### src/rtl/cpu_pkg.sv
`default_nettype none
// +-----------------------------------------------------------------------+
// | cpu_pkg: shared fetch-side types, instruction width and NOP constant  |
// | Rev 1.0                                                               |
// +-----------------------------------------------------------------------+
package cpu_pkg;

  localparam int INST_W = 32;
  localparam logic [INST_W-1:0] NOP = 32'h0000_0000;

  typedef enum logic [1:0] {
    IDLE = 2'd0,
    WAIT = 2'd1,
    RESP = 2'd2
  } fetch_state_e;

  // A byte address is unusable if it is not word aligned or its word index falls outside the array.
  function automatic logic pc_bad(input logic [31:0] pc, input int unsigned depth);
    return (pc[1:0] != 2'b00) || ({2'b00, pc[31:2]} >= depth);
  endfunction

endpackage
`default_nettype wire

### src/rtl/inst_mem_array.sv
`default_nettype none
// +-----------------------------------------------------------------------+
// | inst_mem_array: DEPTH x 32 storage, sync write, combinational read    |
// | Rev 1.0                                                               |
// +-----------------------------------------------------------------------+
module inst_mem_array
  import cpu_pkg::*;
#(
  parameter int DEPTH = 64
) (
  input  logic                     clk,
  input  logic                     we_i,
  input  logic [$clog2(DEPTH)-1:0] waddr_i,
  input  logic [INST_W-1:0]        wdata_i,
  input  logic [$clog2(DEPTH)-1:0] raddr_i,
  output logic [INST_W-1:0]        rdata_o
);

  logic [INST_W-1:0] mem_q [DEPTH];

  always_ff @(posedge clk) begin
    if (we_i) begin
      mem_q[waddr_i] <= wdata_i;
    end
  end

  assign rdata_o = mem_q[raddr_i];

endmodule
`default_nettype wire

### src/rtl/inst_mem_resp.sv
`default_nettype none
// +-----------------------------------------------------------------------+
// | inst_mem_resp: fixed-latency instruction fetch responder with preload |
// | Optional one-entry next-line buffer: define INST_MEM_PREFETCH_EN.     |
// | Rev 1.0                                                               |
// +-----------------------------------------------------------------------+
module inst_mem_resp
  import cpu_pkg::*;
#(
  parameter int DEPTH   = 64,
  parameter int LATENCY = 2
) (
  input  logic              clk,
  input  logic              rst,
  input  logic              req_valid,
  output logic              req_ready,
  input  logic [31:0]       req_pc,
  output logic              resp_valid,
  input  logic              resp_ready,
  output logic [INST_W-1:0] resp_inst,
  output logic              resp_err,
  input  logic              load_en,
  input  logic [31:0]       load_addr,
  input  logic [INST_W-1:0] load_data
);

  localparam int AW    = $clog2(DEPTH);
  localparam int CNT_W = 3;

  fetch_state_e      state_q;
  logic [CNT_W-1:0]  cnt_q;
  logic              resp_valid_q, resp_err_q, hold_err_q;
  logic [INST_W-1:0] resp_inst_q, hold_inst_q;

  logic              w_accept, w_req_err, w_load_ok;
  logic [INST_W-1:0] w_req_inst, w_rdata;
  logic [AW-1:0]     w_raddr;
  logic              w_pf_hit, w_pf_err;
  logic [INST_W-1:0] w_pf_inst;

  assign req_ready  = (state_q == IDLE) && !rst;
  assign w_accept   = req_valid && req_ready;
  assign w_req_err  = pc_bad(req_pc, DEPTH);
  assign w_req_inst = w_req_err ? NOP : w_rdata;
  assign w_load_ok  = load_en && !pc_bad(load_addr, DEPTH);

  inst_mem_array #(.DEPTH(DEPTH)) u_array (
    .clk    (clk),
    .we_i   (w_load_ok),
    .waddr_i(load_addr[AW+1:2]),
    .wdata_i(load_data),
    .raddr_i(w_raddr),
    .rdata_o(w_rdata)
  );

`ifdef INST_MEM_PREFETCH_EN
  logic              pf_valid_q, pf_err_q;
  logic [31:0]       pf_tag_q, pc_q;
  logic [INST_W-1:0] pf_inst_q;
  logic [31:0]       w_next_pc;
  logic              w_next_err, w_done;

  assign w_next_pc  = pc_q + 32'd4;
  assign w_next_err = pc_bad(w_next_pc, DEPTH);
  assign w_done     = (state_q == RESP) && resp_ready;
  assign w_pf_hit   = pf_valid_q && (req_pc == pf_tag_q);
  assign w_pf_inst  = pf_inst_q;
  assign w_pf_err   = pf_err_q;
  // The single read port is free in RESP, so it is borrowed to fetch the next line.
  assign w_raddr    = (state_q == RESP) ? w_next_pc[AW+1:2] : req_pc[AW+1:2];

  always_ff @(posedge clk) begin
    if (w_accept) begin
      pc_q <= req_pc;
    end
    if (rst) begin
      pf_valid_q <= 1'b0;
    end else if (w_done) begin
      pf_valid_q <= !(w_load_ok && (load_addr[31:2] == w_next_pc[31:2]));
      pf_tag_q   <= w_next_pc;
      pf_inst_q  <= w_next_err ? NOP : w_rdata;
      pf_err_q   <= w_next_err;
    end else if (w_accept || (w_load_ok && (load_addr[31:2] == pf_tag_q[31:2]))) begin
      pf_valid_q <= 1'b0;
    end
  end
`else
  assign w_pf_hit  = 1'b0;
  assign w_pf_inst = NOP;
  assign w_pf_err  = 1'b0;
  assign w_raddr   = req_pc[AW+1:2];
`endif

  always_ff @(posedge clk) begin
    if (rst) begin
      state_q      <= IDLE;
      cnt_q        <= '0;
      resp_valid_q <= 1'b0;
      resp_inst_q  <= NOP;
      resp_err_q   <= 1'b0;
    end else begin
      case (state_q)
        IDLE: begin
          if (w_accept) begin
            hold_inst_q <= w_req_inst;
            hold_err_q  <= w_req_err;
            if (w_pf_hit) begin
              state_q      <= RESP;
              resp_valid_q <= 1'b1;
              resp_inst_q  <= w_pf_inst;
              resp_err_q   <= w_pf_err;
            end else if (LATENCY == 1) begin
              state_q      <= RESP;
              resp_valid_q <= 1'b1;
              resp_inst_q  <= w_req_inst;
              resp_err_q   <= w_req_err;
            end else begin
              state_q <= WAIT;
              cnt_q   <= CNT_W'(LATENCY - 1);
            end
          end
        end
        WAIT: begin
          if (cnt_q == CNT_W'(1)) begin
            state_q      <= RESP;
            cnt_q        <= '0;
            resp_valid_q <= 1'b1;
            resp_inst_q  <= hold_inst_q;
            resp_err_q   <= hold_err_q;
          end else begin
            cnt_q <= cnt_q - CNT_W'(1);
          end
        end
        RESP: begin
          if (resp_ready) begin
            state_q      <= IDLE;
            resp_valid_q <= 1'b0;
            resp_inst_q  <= NOP;
            resp_err_q   <= 1'b0;
          end
        end
        default: state_q <= IDLE;
      endcase
    end
  end

  assign resp_valid = resp_valid_q;
  assign resp_inst  = resp_inst_q;
  assign resp_err   = resp_err_q;

endmodule
`default_nettype wire

### config.mk
export PLATFORM = sky130hd
export DESIGN_NAME = inst_mem_resp
export DESIGN_NICKNAME = d
export VERILOG_FILES = /design/src/rtl/cpu_pkg.sv /design/src/rtl/inst_mem_array.sv /design/src/rtl/inst_mem_resp.sv
export SDC_FILE = /design/constraint.sdc
export NUM_CORES = 2
export LEC_CHECK = 0
export ABC_AREA = 1
export ABC_CLOCK_PERIOD_IN_PS = 3440
export CELL_PAD_IN_SITES_DETAIL_PLACEMENT = 0
export CELL_PAD_IN_SITES_GLOBAL_PLACEMENT = 1
export CORE_ASPECT_RATIO = 1.4
export CORE_MARGIN = 1
export CORE_UTILIZATION = 46
export CTS_BUF_LIST = sky130_fd_sc_hd__clkbuf_4 sky130_fd_sc_hd__clkbuf_8 sky130_fd_sc_hd__clkbuf_16
export CTS_CLUSTER_DIAMETER = 30
export DETAILED_ROUTE_END_ITERATION = 6
export GPL_TIMING_DRIVEN = 0
export PLACE_DENSITY_LB_ADDON = 0.1
export SYNTH_ARGS = -nofsm -noshare
export SYNTH_HDL_FRONTEND = slang
export SYNTH_SLANG_ARGS = --single-unit
### constraint.sdc
create_clock -name clk -period 3.44 [get_ports clk]
set_input_delay 0.86 -clock clk [delete_from_list [all_inputs] [get_ports clk]]
set_output_delay 0.86 -clock clk [all_outputs]
set_load 0.01 [all_outputs]
# Word level (Yosys, flattened, before mapping)
# Memories as Yosys holds them, arrays and structs flattened. A register that Yosys moved wholly into a read port is not among the register bits.
# Index checks and enable logic that the tools add are counted.
totals:
  mem_bits_rw: 2048
  elab_cells: 50
  input_bits: 101
  n_memories: 1
  output_inout_bits: 35
  reg_bits: 40
op_classes:
  order_cmp: 2
  addsub: 1
  eq_ne: 6
  mux: 17
  bitwise: 1
  reduce_logical: 16
memory_table:
  columns: ["memory", "words", "word_bits", "read_ports", "rd_clocked_by_memory_dff", "wr", "line_no", "rtl"]
  rows:
  - ["u_array.mem_q", 64, 32, 1, 1, 1, "inst_mem_array.sv:19", "logic [INST_W-1:0] mem_q [DEPTH];"]
op_table:
  columns: ["operator", "n"]
  rows:
  - ["2-to-1 mux 32 bit", 2]
  - ["one-hot mux 32 bit (2 select lines)", 1]
  - [">= comparator 30 x 7 -> 1 bit, second input constant", 2]
  - ["AND reduction 3 bit", 3]
  - ["nonzero test 2 bit", 4]
  - ["2-to-1 mux 2 bit", 3]
  - ["2-to-1 mux 3 bit", 2]
  - ["!= test 2 bit, second input constant", 3]
  - ["one-hot mux 2 bit (3 select lines)", 1]
  - ["one-hot mux 3 bit (2 select lines)", 1]
  - ["2-to-1 mux 1 bit", 5]
  - ["one-hot mux 1 bit (2 select lines)", 2]
  - ["== test 3 x 1 -> 1 bit, second input constant", 1]
  - ["logical AND 1 bit", 3]
  - ["subtractor 3 x 1 -> 3 bit, second input constant", 1]
  - ["== test 2 x 1 -> 1 bit, second input constant", 1]
  - ["== test 2 bit, second input constant", 1]
  - ["zero test 1 bit", 2]
  - ["zero test 2 bit", 1]
  - ["logical OR 1 bit", 2]
  - ["AND reduction 2 bit", 1]
  - ["inverter 1 bit", 1]

# Logic depth before layout (Yosys ltp)
logic_depth:
  depth_word: 6
  depth_mapped: 14
  ltp_nobuf: 11

# By module
# Synthesis repeated with hierarchy kept, for this count alone.
unflattened:
  hier_cells: 7084
  hier_area_um2: 85125.4
modules_own_cells:
  columns: ["module", "cells_per_inst", "area_per_inst_um2", "n_inst", "seq_area_each_um2"]
  rows:
  - ["inst_mem_array", 6737, 82097.5, 1, 61499.0]
  - ["inst_mem_resp", 347, 3027.9, 1, 1771.7]

# Worst setup path after synthesis
# OpenSTA, ideal clock, no wires.
synth_timing:
  path_type: "input-to-reg"
  from: "input load_addr[20]"
  to: "memory u_array.mem_q[0][0], enable pin"
  setup_time_ns: 0.421
  required_ns: 3.019
  stages: 5
  n_path_buf: 0
  arrival_ns: 3.194
  slack_ns: -0.175
  path_cell_list: "nor4_1 -> nand4_1 -> nor2_1 -> nand3_1 -> nor2_1"
synth_between:
  elab_chain_cells: 6
synth_lines:
  columns: ["item", "line_no", "rtl"]
  rows:
  - ["start: declaration", "inst_mem_resp.sv:23", "input logic [31:0] load_addr,"]
  - [">= comparator 30 x 7 -> 1 bit", "cpu_pkg.sv:19", "return (pc[1:0] != 2'b00) || ({2'b00, pc[31:2]} >= depth);"]
  - ["logical OR 1 bit", "cpu_pkg.sv:19", null]
  - ["zero test 1 bit", "inst_mem_resp.sv:45", "assign w_load_ok = load_en && !pc_bad(load_addr, DEPTH);"]
  - ["logical AND 1 bit", "inst_mem_resp.sv:45", null]
  - ["2-to-1 mux 1 bit", "inst_mem_array.sv:22", "if (we_i) begin"]
  - ["2-to-1 mux 1 bit (not written as such)", "inst_mem_array.sv:23", "mem_q[waddr_i] <= wdata_i;"]
  - ["end: declaration", "inst_mem_array.sv:19", null]
# No other way between the ends.

# Final worst setup path
layout_timing:
  from: "input req_pc[5]"
  to: "register hold_inst_q[8] (data pin)"
layout_between:
  elab_chain_cells: 2
layout_lines:
  columns: ["item", "line_no", "rtl"]
  rows:
  - ["start: declaration", "inst_mem_resp.sv:17", "input logic [31:0] req_pc,"]
  - [">= comparator 30 x 7 -> 1 bit", "cpu_pkg.sv:19", null]
  - ["logical OR 1 bit", "cpu_pkg.sv:19", null]
  - ["end signal: assignment", "inst_mem_resp.sv:105", "hold_inst_q <= w_req_inst;"]
  - ["end: declaration", "inst_mem_resp.sv:33", "logic [INST_W-1:0] resp_inst_q, hold_inst_q;"]
# Parallel ways exist; a longest one is shown, timed or not.
# A chain may end at the register's enable or synchronous reset.

==> results.txt <==
Status - finished with violations
Violated checks - negative setup slack
Headroom to the max-slew limit - 0.0378
H-Tree Depth - 5
Critical Path Source Type - primary input
WL final - 325000 um
RSZ-0062 raised after global routing - true
CP cell instances - clkbuf_4, clkinv_2, buf_2, buf_1, nand3_1, nand3_1, nand3_1, nand2_1, nor2_1
Post-CTS Hold Buffers - 0
Worst-path clk slew - 0.05 ns
Post-DP HPWL - 217000 um
Slowest stage cell, crit path - buf_1
Post-Syn Area per Cell - 11.7 um^2
Post-synthesis sequential area ratio - 0.745
Grt ovf - 0
Final Setup Violations - 14
Minimum clock period - 3.57 ns
CTS Root Cell - clkbuf_16
Post-Synthesis Cells - 7277
Final count of hold timing violations - 0
Distinct cells, synth - 25
Detail Route Antenna Nets - 0
Vias in the first global route - 58400
Final Non-Filler Cells - 10700
Core area - 183000 um^2
Residual DRC count - 0
Area grow syn2layout - 24.6%
Slew @ Worst Pin - 1.44 ns
Hold/Removal Path Class - in -> reg
Die ar. - 186000 um^2
Primary FF master, synth - edfxtp_1
Antenna violations before repair - 29
Clock sinks - 2120
Largest net degree at the start of global routing - 65
Commonest cells after routing, fill and taps aside - 2967 x nand2_1, 2081 x edfxtp_1, 1111 x nand3_1, 378 x clkbuf_16, 315 x a21oi_1
Post-Synthesis Cell Area - 85000 um^2
Crit Path Max Fanout - 11
Synth warnings - 0
Setup_tns - -0.561 ns
Die extent in y - 511 um
CTS tree - yes
CTS Buf Count - 368
GRT Resource Usage Total - 0.346
Worst skew pair latency - 0.89 ns
Setup crit end kind - flip-flop
Data arrival, critical path - 4.20 ns
Layout cells sized above 1 - 0.146
Longest Clk Path Bufs - 4
Syn Nets - 7380
Fill cell count - 15200
Slew Limit Fails - 0
Asr flop ratio synth - 0
Core Util, Final - 0.577
Synth area leaders - edfxtp_1 74%, nand2_1 13%, nand3_1 6.6%
Placed cells - 9953
Final Power - 69.8 mW
Starting density of the core - 0.463
Period utilisation layout - 1.04
Leak - 39.2 nW
Via/cell ratio - 5.73
Commonest non-fill, non-tap cell in the layout - nand2_1
Total power divided by cell area - 659 nW/um^2
IO buf count - 131
Routed length per instance - 30.3 um
Final worst setup slack - -0.128 ns
Peak VDD IR - 0.385 mV
#FFs+latches synth - 2120
Final setup skew - 0.0491 ns
Seq. cell area - 63300 um^2
Max incr delay on CP - 1.00 ns
Share of the synthesized area in the top cell type - 0.735
Max cap viols - 0
Drt first pass iters - 6
Most used cell along the critical path - nand3_1
Fmax - 0.280 GHz
EDFF count, synth - 2081
WS Path Type - in -> reg
# IOs - 136
DIE WIDTH - 365 um
GP Congestion - 0.925
Multi-input gate area - 20100 um^2
Most area-hungry cell type in the Yosys netlist - edfxtp_1
Via count - 61500
Critical Path RT - 4.07 ns
First-pass GRT wire length - 442000 um
Starting DRT DRC Count - 7666
Nets - 8080
Row count - 186
## logic make-up (layout without fill, tap and decap cells)
family / Yosys count / count (layout) / share of synthesized area
and+or+nand+nor: 4376 / 4377 / 0.211
adders and majority gates: 2 / 2 / 0.000294
buffers and inverters: 460 / 1465 / 0.0255
DFF: 2120 / 2120 / 0.745
other: 0 / 5 / 0
AOI/OAI and AO/OA: 319 / 319 / 0.0188
## power breakdown
group / internal [mW] / total, mW / leakage, nW / switching, mW
clock: 24.6 / 37.6 / 6.21 / 13.0
combinational: 0.882 / 3.78 / 14.0 / 2.90
sequential: 28.4 / 28.5 / 19.0 / 0.0232
## per-stage QoR
stage,cell area (um^2),worst slack [ns],hold slack [ns]
3_3_place_gp,89300,-4.57,0.452
5_1_grt,106000,-0.0918,0.206
3_5_place_dp,91900,-1.51,0.460
2_1_floorplan,85000,-0.175,0.439
4_1_cts,105000,-0.0653,0.190
6_report,106000,-0.128,0.221
## state kept, by name, summed over array words and instances (netlist names)
name,flops
u_array.mem_q,2048
hold_inst_q,32
hold_err_q,1
cnt_q,3
resp_err,1
state_q,2
resp_valid,1
resp_inst,32
## timing repair
action,CTS,global route
pin swaps,30,16
resized for setup,23,5
cloned,1,0
setup buffers,59,38
endpoints found under the setup margin,1931,339
## Yosys cell counts, types with 2 or more instances
cell / count
nand2_1: 2967
edfxtp_1: 2081
nand3_1: 1119
a21oi_1: 315
nor2_1: 240
buf_2: 213
clkbuf_1: 147
dfxtp_1: 39
buf_4: 34
nor3_1: 33
buf_1: 32
inv_1: 21
nor4_1: 8
buf_6: 6
inv_2: 5
nand4_1: 4
o21ai_0: 3
clkinv_1: 2
ha_1: 2
## final timing paths
kind	start	endpoint	slack, ns	depth (start not counted)
max reg2reg	u_array.mem_q[56][2]	hold_inst_q[2]	1.21	10
min	load_data[1]	u_array.mem_q[20][1]	0.22	1
max	req_pc[5]	hold_inst_q[8]	-0.13	9
min reg2reg	cnt_q[1]	cnt_q[1]	0.46	2
## final cells by class
cell class                      instances  area share
Sequential cell                      2120       0.598
Multi-Input combinational cell       4698       0.190
Clock buffer                          418      0.0923
Timing Repair Buffer                  329      0.0423
Tap cell                             2444      0.0289
Clock inverter                        258      0.0285
Buffer                                432      0.0197
Inverter                               28     0.00105
Antenna cell                            5    0.000118
## per-layer routing
layer / GRT usage / wire length, um / vias to the layer above
met2: 0.570 / 157000 / 3306
met4: 0.241 / 25800 / 12
met3: 0.0612 / 26500 / 866
met1: 0.413 / 116000 / 30500
li1: - / - / 26900
met5: 0 / 78 / -
## critical path, delay by kind of cell
| kind | cells | cell delay [ns] |
|---|---|---|
| AND/OR/NAND/NOR | 5 | 1.00 |
| buffers and inverters | 4 | 2.27 |
No activity file was read; power rests on OpenSTA's default activity.
